File: src/rtl/fwd_merge_pkg.sv
// Shared constants for the forwarder-side merge: split-stage choice encoding and default widths.
package fwd_merge_pkg;

  localparam logic CHOICE_LEFT  = 1'b0;
  localparam logic CHOICE_RIGHT = 1'b1;

  localparam int DATA_WIDTH_DEF      = 64;
  localparam int ADDR_WIDTH_DEF      = 10;
  localparam int LEN_WIDTH_DEF       = 12;
  localparam int ORDER_DEPTH_LOG_DEF = 3;

endpackage

File: src/rtl/fwd_merge_order_fifo.sv
// 1-bit order FIFO holding one split-stage choice per outstanding packet.
module order_fifo #(
  parameter int DEPTH_LOG = 3
) (
  input  logic               clk,
  input  logic               rst_n,
  input  logic               push,
  input  logic               din,
  input  logic               pop,
  output logic               dout,
  output logic               full,
  output logic               empty,
  output logic               overflow,
  output logic [DEPTH_LOG:0] count
);

  localparam int DEPTH = 1 << DEPTH_LOG;
  localparam logic [DEPTH_LOG:0] FULL_CNT = (DEPTH_LOG + 1)'(DEPTH);

  logic [DEPTH-1:0]     mem;
  logic [DEPTH_LOG-1:0] wr_ptr;
  logic [DEPTH_LOG-1:0] rd_ptr;
  logic                 do_push;
  logic                 do_pop;

  assign full  = (count == FULL_CNT);
  assign empty = (count == '0);
  assign dout  = mem[rd_ptr];

  // A pop frees the slot in the same cycle, so push+pop is accepted even when full.
  assign do_pop   = pop && !empty;
  assign do_push  = push && (!full || do_pop);
  assign overflow = push && full && !do_pop;

  always_ff @(posedge clk or negedge rst_n) begin
    if (!rst_n) begin
      mem    <= '0;
      wr_ptr <= '0;
      rd_ptr <= '0;
      count  <= '0;
    end else begin
      if (do_push) begin
        mem[wr_ptr] <= din;
        wr_ptr      <= wr_ptr + 1'b1;
      end
      if (do_pop) begin
        rd_ptr <= rd_ptr + 1'b1;
      end
      case ({do_push, do_pop})
        2'b10:   count <= count + 1'b1;
        2'b01:   count <= count - 1'b1;
        default: count <= count;
      endcase
    end
  end

endmodule

File: src/rtl/fwd_merge.sv
// Merges the left/right branches of one split stage back into arrival order for the forwarder.
// Handshake: ready=1 offers the head packet; done (only honoured while ready=1) retires it.
module fwd_merge
  import fwd_merge_pkg::*;
#(
  parameter int DATA_WIDTH      = DATA_WIDTH_DEF,
  parameter int ADDR_WIDTH      = ADDR_WIDTH_DEF,
  parameter int LEN_WIDTH       = LEN_WIDTH_DEF,
  parameter int ORDER_DEPTH_LOG = ORDER_DEPTH_LOG_DEF
) (
  input  logic                     clk,
  input  logic                     rst_n,
  input  logic                     choice,
  input  logic                     choice_valid,
  output logic                     order_full,
  output logic                     overflow_err,
  input  logic [ADDR_WIDTH-1:0]    rd_addr,
  input  logic                     rd_en,
  output logic [DATA_WIDTH-1:0]    rd_data,
  output logic                     ready,
  output logic [LEN_WIDTH-1:0]     len,
  input  logic                     done,
  output logic [ADDR_WIDTH-1:0]    rd_addr_l,
  output logic [ADDR_WIDTH-1:0]    rd_addr_r,
  output logic                     rd_en_l,
  output logic                     rd_en_r,
  input  logic [DATA_WIDTH-1:0]    rd_data_l,
  input  logic [DATA_WIDTH-1:0]    rd_data_r,
  input  logic                     ready_l,
  input  logic                     ready_r,
  input  logic [LEN_WIDTH-1:0]     len_l,
  input  logic [LEN_WIDTH-1:0]     len_r,
  output logic                     done_l,
  output logic                     done_r,
  input  logic                     rej_l,
  input  logic                     rej_r,
  output logic [1:0]               dbg_state,
  output logic [ORDER_DEPTH_LOG:0] dbg_count,
  output logic [ORDER_DEPTH_LOG:0] dbg_rej_l,
  output logic [ORDER_DEPTH_LOG:0] dbg_rej_r
);

  localparam int CW = ORDER_DEPTH_LOG + 1;
  localparam logic [CW-1:0] CNT_MAX = '1;

  typedef enum logic [1:0] {
    ST_IDLE = 2'd0,
    ST_WAIT = 2'd1,
    ST_FWD  = 2'd2
  } state_t;

  state_t        state_q;
  state_t        state_d;
  logic          sel;
  logic          sel_q;
  logic          rd_vld_q;
  logic          pop;
  logic          take_l;
  logic          take_r;
  logic [CW-1:0] rej_cnt_l;
  logic [CW-1:0] rej_cnt_r;
  logic          fifo_full;
  logic          fifo_empty;
  logic          ovf_pulse;
  logic [CW-1:0] fifo_count;
  logic          in_fwd;
  logic          rej_pend_sel;
  logic          ready_sel;
  logic          entries_remain;

  order_fifo #(.DEPTH_LOG(ORDER_DEPTH_LOG)) u_order_fifo (
    .clk      (clk),
    .rst_n    (rst_n),
    .push     (choice_valid),
    .din      (choice),
    .pop      (pop),
    .dout     (sel),
    .full     (fifo_full),
    .empty    (fifo_empty),
    .overflow (ovf_pulse),
    .count    (fifo_count)
  );

  function automatic logic [CW-1:0] rej_next(input logic [CW-1:0] c, input logic inc,
                                             input logic dec);
    rej_next = c;
    if (inc && !dec && c != CNT_MAX) rej_next = c + 1'b1;
    else if (dec && !inc)            rej_next = c - 1'b1;
  endfunction

  assign in_fwd       = (state_q == ST_FWD);
  assign rej_pend_sel = (sel == CHOICE_RIGHT) ? (rej_cnt_r != '0) : (rej_cnt_l != '0);
  assign ready_sel    = (sel == CHOICE_RIGHT) ? ready_r : ready_l;
  // Any pop here is of a non-empty FIFO, so a same-cycle push is always accepted.
  assign entries_remain = (fifo_count > CW'(1)) || choice_valid;

  always_comb begin
    state_d = state_q;
    pop     = 1'b0;
    take_l  = 1'b0;
    take_r  = 1'b0;
    case (state_q)
      ST_IDLE: begin
        if (!fifo_empty) state_d = ST_WAIT;
      end
      ST_WAIT: begin
        // A pending reject on the head's branch retires it even if that branch is ready.
        if (rej_pend_sel) begin
          pop     = 1'b1;
          take_l  = (sel == CHOICE_LEFT);
          take_r  = (sel == CHOICE_RIGHT);
          state_d = entries_remain ? ST_WAIT : ST_IDLE;
        end else if (ready_sel) begin
          state_d = ST_FWD;
        end
      end
      ST_FWD: begin
        if (done) begin
          pop     = 1'b1;
          state_d = entries_remain ? ST_WAIT : ST_IDLE;
        end
      end
      default: state_d = ST_IDLE;
    endcase
  end

  always_ff @(posedge clk or negedge rst_n) begin
    if (!rst_n) begin
      state_q      <= ST_IDLE;
      sel_q        <= 1'b0;
      rd_vld_q     <= 1'b0;
      rej_cnt_l    <= '0;
      rej_cnt_r    <= '0;
      overflow_err <= 1'b0;
    end else begin
      state_q      <= state_d;
      sel_q        <= sel;
      rd_vld_q     <= in_fwd && rd_en;
      rej_cnt_l    <= rej_next(rej_cnt_l, rej_l, take_l);
      rej_cnt_r    <= rej_next(rej_cnt_r, rej_r, take_r);
      overflow_err <= overflow_err | ovf_pulse;
    end
  end

  assign ready     = in_fwd;
  assign len       = in_fwd ? ((sel == CHOICE_RIGHT) ? len_r : len_l) : '0;
  assign rd_en_l   = in_fwd && (sel == CHOICE_LEFT) && rd_en;
  assign rd_en_r   = in_fwd && (sel == CHOICE_RIGHT) && rd_en;
  assign done_l    = in_fwd && (sel == CHOICE_LEFT) && done;
  assign done_r    = in_fwd && (sel == CHOICE_RIGHT) && done;
  assign rd_addr_l = rd_addr;
  assign rd_addr_r = rd_addr;
  // Branch data returns one cycle after rd_en, so it is steered by the delayed select.
  assign rd_data   = rd_vld_q ? ((sel_q == CHOICE_RIGHT) ? rd_data_r : rd_data_l) : '0;

  assign order_full = fifo_full;
  assign dbg_state  = state_q;
  assign dbg_count  = fifo_count;
  assign dbg_rej_l  = rej_cnt_l;
  assign dbg_rej_r  = rej_cnt_r;

endmodule
File: config.mk
export PLATFORM = sky130hd
export DESIGN_NAME = fwd_merge
export DESIGN_NICKNAME = d
export VERILOG_FILES = /design/src/rtl/fwd_merge_pkg.sv /design/src/rtl/fwd_merge_order_fifo.sv /design/src/rtl/fwd_merge.sv
export SDC_FILE = /design/constraint.sdc
export NUM_CORES = 1
export LEC_CHECK = 0
export BUFFER_PORTS_ARGS = -buffer_cell sky130_fd_sc_hd__buf_2
export CAP_MARGIN = 20
export CORE_AREA = 4 4 111 113
export DETAILED_ROUTE_END_ITERATION = 12
export DIE_AREA = 0 0 115 117
export PLACE_DENSITY = 0.64
export SLEW_MARGIN = 10
export SYNTH_ARGS = -nofsm -noshare
export SYNTH_HDL_FRONTEND = slang
export SYNTH_SLANG_ARGS = --single-unit
File: constraint.sdc
create_clock -name clk -period 3.22 [get_ports clk]
set_clock_uncertainty 0.05 [all_clocks]
set_input_delay 0.483 -clock clk [delete_from_list [all_inputs] [get_ports clk]]
set_output_delay 0.483 -clock clk [all_outputs]
set_load 0.01 [all_outputs]
==> out/metrics.cfg, run 1 <==
[sta]
tightest_slew_ps = 709
finalSetupViolCount = 0
final-hold-violation-count = 0
rsz0062_at_grt = false
min_period_ps = 2990
fmaxAchievable_ghz = 0.334
setup_tns_ps = 0
fin_hold_ws_ps = 208
finalCritPeriodShare_pct = 93.0
maxSlewViolCount = 0
slew_headroom_pct = 52.8

[logic_synthesis]
synth_async_sr_flop_share_pct = 100
yosys_warnings = 0
ys_ff_latch = 31
synth_top_flop_cell = dfrtp_1
synthesis.area_um2 = 3490
synth_top_cell_area_share_pct = 22.2
synth_cell_type_count = 52
syn_nets = 588
yosysTopAreaCell = dfrtp_1
synth-edff-count = 0
synth_area_leaders = dfrtp_1, mux2i_1, nor2b_1, ha_1, nand2_1
synthCells = 400
seq_area_frac_synth_pct = 22.2
syn_avg_cell_area_um2 = 8.74

[clocking]
root_buffer = clkbuf_16
post_cts_resize_count = 0
clock_latency_ps = 270
cts.sinks = 31
cts_inserted_buffers = 5
clkTransAtPathRegs_ps = 50
cts_tree = done
ctsHoldBuffers = 0
cts-htree-levels = 2
cts_setup_buffers = 0
clk_path_buf_depth = 2

[die]
start_util_pct = 30.9
std_cell_rows = 39
num_io_pins = 289
die_area_um2 = 13500
coreArea_um2 = 11300
die_x_um = 115
die_height_um = 117

[layout]
nets = 817
area_growth_pct = 41.4
drive_gt1_share_pct = 45.9
mostFrequentLayoutCell = buf_2
mostFrequentLayoutCells = buf_2, mux2i_1, nor2b_1, nand2_1, dfrtp_1

[power]
peakVddDrop_uv = 576
p_leak_nw = 2.96
p_per_area_nw_per_um2 = 734

[placed_design]
io_buffers = 258
gp_congestion = 0.861
dpl.hpwl_um = 10700

[drt]
drt_iter0_markers = 181
postRouteWirelength_um = 12500
vias = 3648
drc = 0
met1_length_um = 5230
topRoutingLayerUsed = met4
ant_nets = 0
wl_per_cell_um = 16.1
wl_met2_um = 6230
drt_first_pass_iters = 4
wl_met3_um = 839
via_per_inst = 4.71

[grt]
gr-total-overflow = 0
gr-usage-all-layers_pct = 16.8
grt_max_degree = 65
grt_pass1_wl_um = 18000
antenna_found_initial = 2
grt_pass1_vias = 3546

[run]
cap_violations = 0

[setup_path]
critPathArrivalTime_ps = 3140
cp_max_fo = 8
cp.required_ps = 3370
start_kind = flip-flop
critPathKind = reg2reg
cp-end-kind = flip-flop

[min_path]
hp-class = in2async

[outcome]
status = finished, final reports clean

-- logic make-up after synthesis --
group           after synthesis  share of synthesized area (%)
compound gates               40                           9.02
fa+ha+maj                    16                           6.16
buf+inv                      61                           8.95
xor+xnor                     13                           3.26
mux                          82                           25.5
simple gates                157                           24.9
flops                        31                           22.2
-- Yosys cell counts, types with 3 or more instances --
cell / number
xor2_1: 7
ha_1: 14
and2_1: 3
inv_1: 19
mux2_1: 6
mux2i_1: 70
nor4_1: 3
a21boi_0: 12
clkbuf_1: 17
nand2_1: 44
o211ai_1: 9
nand3_1: 13
nor2b_1: 64
dfrtp_1: 31
a21oi_1: 5
xnor2_1: 6
buf_4: 20
nor2_1: 10
-- layer usage --
metal	vias up	global-route usage, %
met5	-	0
met4	0	4.07
met1	1698	21.2
met3	12	3.39
met2	133	29.6
li1	1805	-
-- through the flow --
stage / instances / setup slack, ps / utilization (%) / cell area (um2) / total power, mW
finish: 775 / 226 / 43.7 / 4940 / 3.63
global route: 774 / 55.0 / 43.6 / 4940 / 3.95
detailed placement: 765 / 192 / 42.2 / 4780 / 3.17
global placement: 765 / 259 / 42.2 / 4780 / 3.09
floorplan: 400 / 487 / - / 3490 / 2.55
CTS: 773 / 179 / 43.6 / 4940 / 3.67
-- area by class of cell --
type | count | area [um2]
fill | 1163 | 6380
multi-input combinational | 308 | 2410
tap | 143 | 179
timing repair buffer | 263 | 1340
antenna | 2 | 5.00
inverter | 20 | 75.1
sequential | 31 | 779
clock buffer | 8 | 156
-- power breakdown --
part / total [mW] / internal [mW] / switching (mW)
registers: 0.894 / 0.591 / 0.303
clock network: 0.491 / 0.329 / 0.163
logic: 2.24 / 1.08 / 1.16
-- critical path, stage by stage (launching register included) --
cell and delay (ps):
dfrtp_1 430, mux4_1 620, mux2i_4 390, inv_2 60, o211a_1 280, inv_1 130, ha_1 240, a21o_1 180
a21oi_1 170, mux2i_1 230, xnor2_1 130
-- worst paths after layout --
path	from	endpoint	slack [ps]	cells past startpoint
worst max-delay path	u_order_fifo.rd_ptr[0]	dbg_rej_l[3]	230	10
worst min-delay path	rst_n	u_order_fifo.count[0]	210	1
worst max register to register	u_order_fifo.rd_ptr[0]	dbg_rej_l[3]	230	10
worst min register to register	overflow_err	overflow_err	440	1
max in group asynchronous	rst_n	sel_q	2380	1
min in group clk	rd_en	rd_vld_q	410	2
-- flip-flops by register name, indices dropped and copies added, names as in the netlist --
name	flops
u_order_fifo.wr_ptr	3
rd_vld_q	1
u_order_fifo.rd_ptr	3
sel_q	1
dbg_state	2
dbg_rej_r	4
u_order_fifo.count	4
u_order_fifo.mem	8
dbg_rej_l	4
overflow_err	1
Note: power is estimated with default switching activity, not from simulation.
==> run 2, diff against run 1 <==
PLACE_DENSITY = 0.63   (was 0.64)
SKIP_CTS_REPAIR_TIMING = 1   (was unset)
==> run 2 against run 1 <==
Clock power is 12% lower. Core utilization up 0.12 points. Via count rose by 2.4%. First-iteration DRC count grew 5.5%. Cell count is 0.13% higher. Sequential share of layout area about the same. Worst setup slack improved by 56 ps. Global-route usage increased by 0.82 points. Clock-buffer cell count fell by 1. Sequential cell count did not move.
==> out/metrics.cfg, run 2 (synthesis gave the netlist of run 1 again) <==
[sta]
finalSetupViolCount = 0  ; unchanged
min_period_ps = 2940  ; -56.2 ps
slew_headroom_pct = 53.1  ; +0.34 points
rsz0062_at_grt = false
maxSlewViolCount = 0  ; unchanged
fin_hold_ws_ps = 210  ; +2.75 ps
tightest_slew_ps = 703  ; -5.13 ps
final-hold-violation-count = 0  ; unchanged
setup_tns_ps = 0  ; unchanged
fmaxAchievable_ghz = 0.340  ; +1.9%
finalCritPeriodShare_pct = 91.2  ; -1.7 points

[power]
p_per_area_nw_per_um2 = 748  ; +1.9%
sw_frac_of_total_pct = 45.5  ; +0.61 points
p_clk_share_pct = 11.7  ; -1.9 points
pwr-share-comb_pct = 64.3  ; +2.5 points
p_leak_nw = 2.97  ; +0.38%
p_int_mw = 2.02  ; +1.1%
switching_power_mw = 1.69  ; +3.6%
peakVddDrop_uv = 526  ; -8.7%
power_frac_seq_pct = 24.0  ; -0.7 points

[die]
die_height_um = 117  ; unchanged
die_x_um = 115  ; unchanged
num_io_pins = 289  ; unchanged
coreArea_um2 = 11300  ; unchanged
die_area_um2 = 13500  ; unchanged
start_util_pct = 30.9  ; unchanged
std_cell_rows = 39  ; unchanged

[layout]
stdcell_area_um2 = 4960  ; +0.28%
regMostFlops = u_order_fifo.mem
largest_reg_flops = 8  ; unchanged
num_antenna_cells = 0  ; -2
drive_gt1_share_pct = 46.0  ; +0.099 points
nets = 821  ; +0.49%
fin_cells = 776  ; +0.13%
mostFrequentLayoutCells = buf_2, mux2i_1, nor2b_1, nand2_1, dfrtp_1
mostFrequentLayoutCell = buf_2
area_growth_pct = 41.8

[placed_design]
dpl.hpwl_um = 11200  ; +4.6%
dp.cells = 767  ; +0.26%
io_buffers = 258  ; unchanged
place_area_um2 = 4800  ; +0.31%
gp_congestion = 0.787  ; -8.6%

[setup_path]
critPathKind = reg2reg
start_kind = flip-flop
cp-end-kind = flip-flop
r2r_slack_ps = 280  ; +60 ps
cp.required_ps = 3360  ; about the same
cp_max_fo = 7  ; -1
critPathArrivalTime_ps = 3080  ; -60 ps

[grt]
gr-usage-all-layers_pct = 17.6  ; +0.82 points
gr-total-overflow = 0  ; unchanged
grt_pass1_wl_um = 18900  ; +4.8%
antenna_found_initial = 0  ; -2
grt_pass1_vias = 3631  ; +2.4%
grt_max_degree = 65  ; unchanged

[drt]
vias = 3737  ; +2.4%
drt_first_pass_iters = 4  ; unchanged
wl_met2_um = 6660  ; +6.9%
topRoutingLayerUsed = met4
drc = 0  ; unchanged
ant_nets = 0  ; unchanged
drt_iter0_markers = 191  ; +5.5%
wl_per_cell_um = 16.9  ; +5.1%
met1_length_um = 5240  ; +0.23%
via_per_inst = 4.82  ; +2.3%
wl_met3_um = 1150  ; +37%
postRouteWirelength_um = 13100  ; +5.2%

[clocking]
cts.sinks = 31  ; unchanged
root_buffer = clkbuf_16
cts_inserted_buffers = 5  ; unchanged
cts_tree = done
clk_path_buf_depth = 2  ; unchanged
clock_latency_ps = 270  ; about the same
cts-htree-levels = 2  ; unchanged
clkTransAtPathRegs_ps = 50  ; about the same

[outcome]
status = finished, final reports clean

[run]
cap_violations = 0  ; unchanged

[min_path]
hp-class = in2async

-- run 2: cell types whose count changed in the layout (fill, tap and decap cells not counted) --
cell / previous run / this run
clkbuf_1: 1 / 2
diode_2: 2 / 0
buf_12: 1 / 2
buf_4: 4 / 7
clkbuf_8: 2 / 0
-- run 2: layer usage --
layer	vias to the layer above	global-route usage, %
met4	0	2.58
met3	5	4.32
met2	160	31.6
met1	1760	21.9
li1	1812	-
met5	-	0
-- run 2: path summary, 6_finish.rpt --
path	from	end	cells after the start
worst max-delay path	u_order_fifo.rd_ptr[0]	dbg_rej_l[3]	11
worst min-delay path	rst_n	u_order_fifo.count[2]	1
worst max register to register	u_order_fifo.rd_ptr[0]	dbg_rej_l[3]	11
worst min register to register	overflow_err	overflow_err	1
max in group asynchronous	rst_n	sel_q	1
min in group clk	overflow_err	overflow_err	1
-- run 2: power by group through the flow --
stage | Combinational, mW | Clock [mW] | Sequential (mW)
finish | 2.38 | 0.434 | 0.889
global route | 2.62 | 0.459 | 0.932
CTS | 2.34 | 0.444 | 0.890
detailed placement | 2.33 | 0 | 0.893
global placement | 2.24 | 0 | 0.879
floorplan | 1.72 | 0 | 0.829
-- run 2: area by class of cell --
type	count	area [um2]
Sequential cell	31	779
Inverter	20	75.1
Fill cell	1157	6360
Multi-Input combinational cell	308	2410
Tap cell	143	179
Clock buffer	7	133
Timing Repair Buffer	267	1380
-- run 2: through the flow --
stage               setup WS [ps]  power, mW  utilization (%)
detailed placement            144       3.22             42.4
floorplan                     487       2.55                -
finish                        282       3.71             43.8
global route                  139       4.01             43.8
global placement              245       3.12             42.4
CTS                           144       3.68             43.5
-- run 2: critical path, stage by stage (launching register included) --
cell     delay (ps)
dfrtp_1         430
mux4_1          630
mux2i_4         190
buf_12          150
inv_2            40
o211a_1         270
inv_1           130
ha_1            240
a21o_1          180
a21oi_1         160
mux2i_1         250
xnor2_1         140
==> run 3, diff against run 2 <==
PLACE_DENSITY = 0.73   (was 0.63)
==> run 3 against run 2 <==
Die area unchanged. Worst setup slack got worse by 34 ps. Worst hold slack got worse by 11 ps. Critical path type unchanged.
==> out/metrics.cfg, run 3 (synthesis gave the netlist of run 1 again) <==
[sta]
finalSetupViolCount = 0  ; unchanged
slew_headroom_pct = 53.9  ; +0.77 points
setup_tns_ps = 0  ; unchanged
fmaxAchievable_ghz = 0.336  ; -1.2%
maxSlewViolCount = 0  ; unchanged
finalCritPeriodShare_pct = 92.3  ; +1.1 points
fin_hold_ws_ps = 200  ; -10.6 ps
tightest_slew_ps = 692  ; -11.6 ps
min_period_ps = 2970  ; +34.5 ps
final-hold-violation-count = 0  ; unchanged
rsz0062_at_grt = false

[power]
p_leak_nw = 2.96  ; -0.58%
p_per_area_nw_per_um2 = 733  ; -2.0%
finalPower_mw = 3.61  ; -2.7%
peakVddDrop_uv = 663  ; +26%

[setup_path]
cp_max_fo = 7  ; unchanged
cp-end-kind = flip-flop
worstSetupStartpoint = u_order_fifo.rd_ptr[0]
critical_path.top_delay_family = multiplexers
critPathArrivalTime_ps = 3120  ; +40 ps
slowest_delay_ps = 640  ; about the same
critPathKind = reg2reg
cp.required_ps = 3370  ; about the same
crit_cells = 10  ; -1
start_kind = flip-flop
path_cells = mux4_1 -> mux2i_4 -> inv_2 -> o211a_1 -> inv_1 -> ha_1 -> a21o_1 -> a21oi_1 -> mux2i_1 -> xnor2_1
reg2regPathDepth = 10  ; -1
r2r_end = dbg_rej_l[3]
r2r_slack_ps = 250  ; -30 ps
r2r-start = u_order_fifo.rd_ptr[0]
cp_slowest_cell = mux4_1
crit_buf_inv = 2  ; -1

[die]
start_util_pct = 30.9  ; unchanged
num_io_pins = 289  ; unchanged
std_cell_rows = 39  ; unchanged
die_height_um = 117  ; unchanged
coreArea_um2 = 11300  ; unchanged
die_x_um = 115  ; unchanged
die_area_um2 = 13500  ; unchanged

[layout]
mostFrequentLayoutCell = buf_2
nets = 819  ; -0.24%
mostFrequentLayoutCells = buf_2, mux2i_1, nor2b_1, nand2_1, dfrtp_1
num_antenna_cells = 0  ; unchanged
drive_gt1_share_pct = 45.9  ; -0.085 points
area_growth_pct = 40.8
regMostFlops = u_order_fifo.mem
largest_reg_flops = 8  ; unchanged

[placed_design]
gp_congestion = 0.810  ; +2.9%
dpl.hpwl_um = 11400  ; +1.9%
io_buffers = 258  ; unchanged

[clocking]
root_buffer = clkbuf_16
cts.sinks = 31  ; unchanged
cts_inserted_buffers = 5  ; unchanged
clk_path_buf_depth = 2  ; unchanged
cts-htree-levels = 2  ; unchanged
clock_latency_ps = 270  ; about the same
clkTransAtPathRegs_ps = 50  ; about the same
cts_tree = done

[drt]
ant_nets = 0  ; unchanged
via_per_inst = 4.75  ; -1.4%
drc = 0  ; unchanged
vias = 3679  ; -1.6%
wl_per_cell_um = 17.3  ; +2.2%
drt_iter0_markers = 169  ; -12%
drt_first_pass_iters = 4  ; unchanged
postRouteWirelength_um = 13400  ; +2.0%

[grt]
grtUsageMet1_pct = 23.8  ; +1.9 points
gr-usage-all-layers_pct = 17.5  ; -0.17 points
use_met2_pct = 27.3  ; -4.3 points
grt_pass1_wl_um = 17900  ; -5.1%
grt_max_degree = 49  ; -25%
grt_pass1_vias = 3281  ; -9.6%
antenna_found_initial = 2  ; +2
busiest_layer = met2
use_met3_pct = 5.40  ; +1.1 points
gr-total-overflow = 0  ; unchanged

[min_path]
hp-class = in2async

[run]
cap_violations = 0  ; unchanged

[outcome]
status = finished, final reports clean

## run 3: cell count changes in the layout (fill, tap and decap cells not counted), sizes merged
| cell | delta |
|---|---|
| buf | -2 |
| clkinv | +1 |
## run 3: worst max-delay path by stage
stage                   endpoint  slack [ps]
CTS                 dbg_rej_l[3]         230
global route        dbg_rej_l[3]          90
global placement    dbg_rej_l[3]         310
floorplan           dbg_rej_l[3]         490
finish              dbg_rej_l[3]         250
detailed placement  dbg_rej_l[3]         240
## run 3: cell type report
type	count	area (um2)
inverters	20	75.1
multi-input cells	308	2410
flip-flops and latches	31	779
clock inverters	1	5.00
repair buffers	265	1340
fillers	1153	6400
clock buffers	7	133
well taps	143	179
## run 3: per-stage QoR
stage | area, um2 | setup WS [ps] | utilization, % | std cells
after floorplan | 3490 | 487 | - | 400
after global placement | 4780 | 308 | 42.3 | 767
after detailed placement | 4780 | 240 | 42.3 | 767
after CTS | 4920 | 227 | 43.5 | 775
after global routing | 4920 | 90.4 | 43.5 | 775
final | 4920 | 248 | 43.5 | 775
## run 3: routing by layer
layer,routed length [um],vias up
met5,13,-
met4,167,2
met3,1250,11
met2,6250,150
met1,5700,1707
li1,-,1809
## run 3: power by group
part	total [mW]	internal [mW]	switching (mW)	leakage [nW]
registers	0.925	0.590	0.335	0.348
logic	2.24	1.06	1.18	2.54
clock network	0.445	0.285	0.160	0.0679
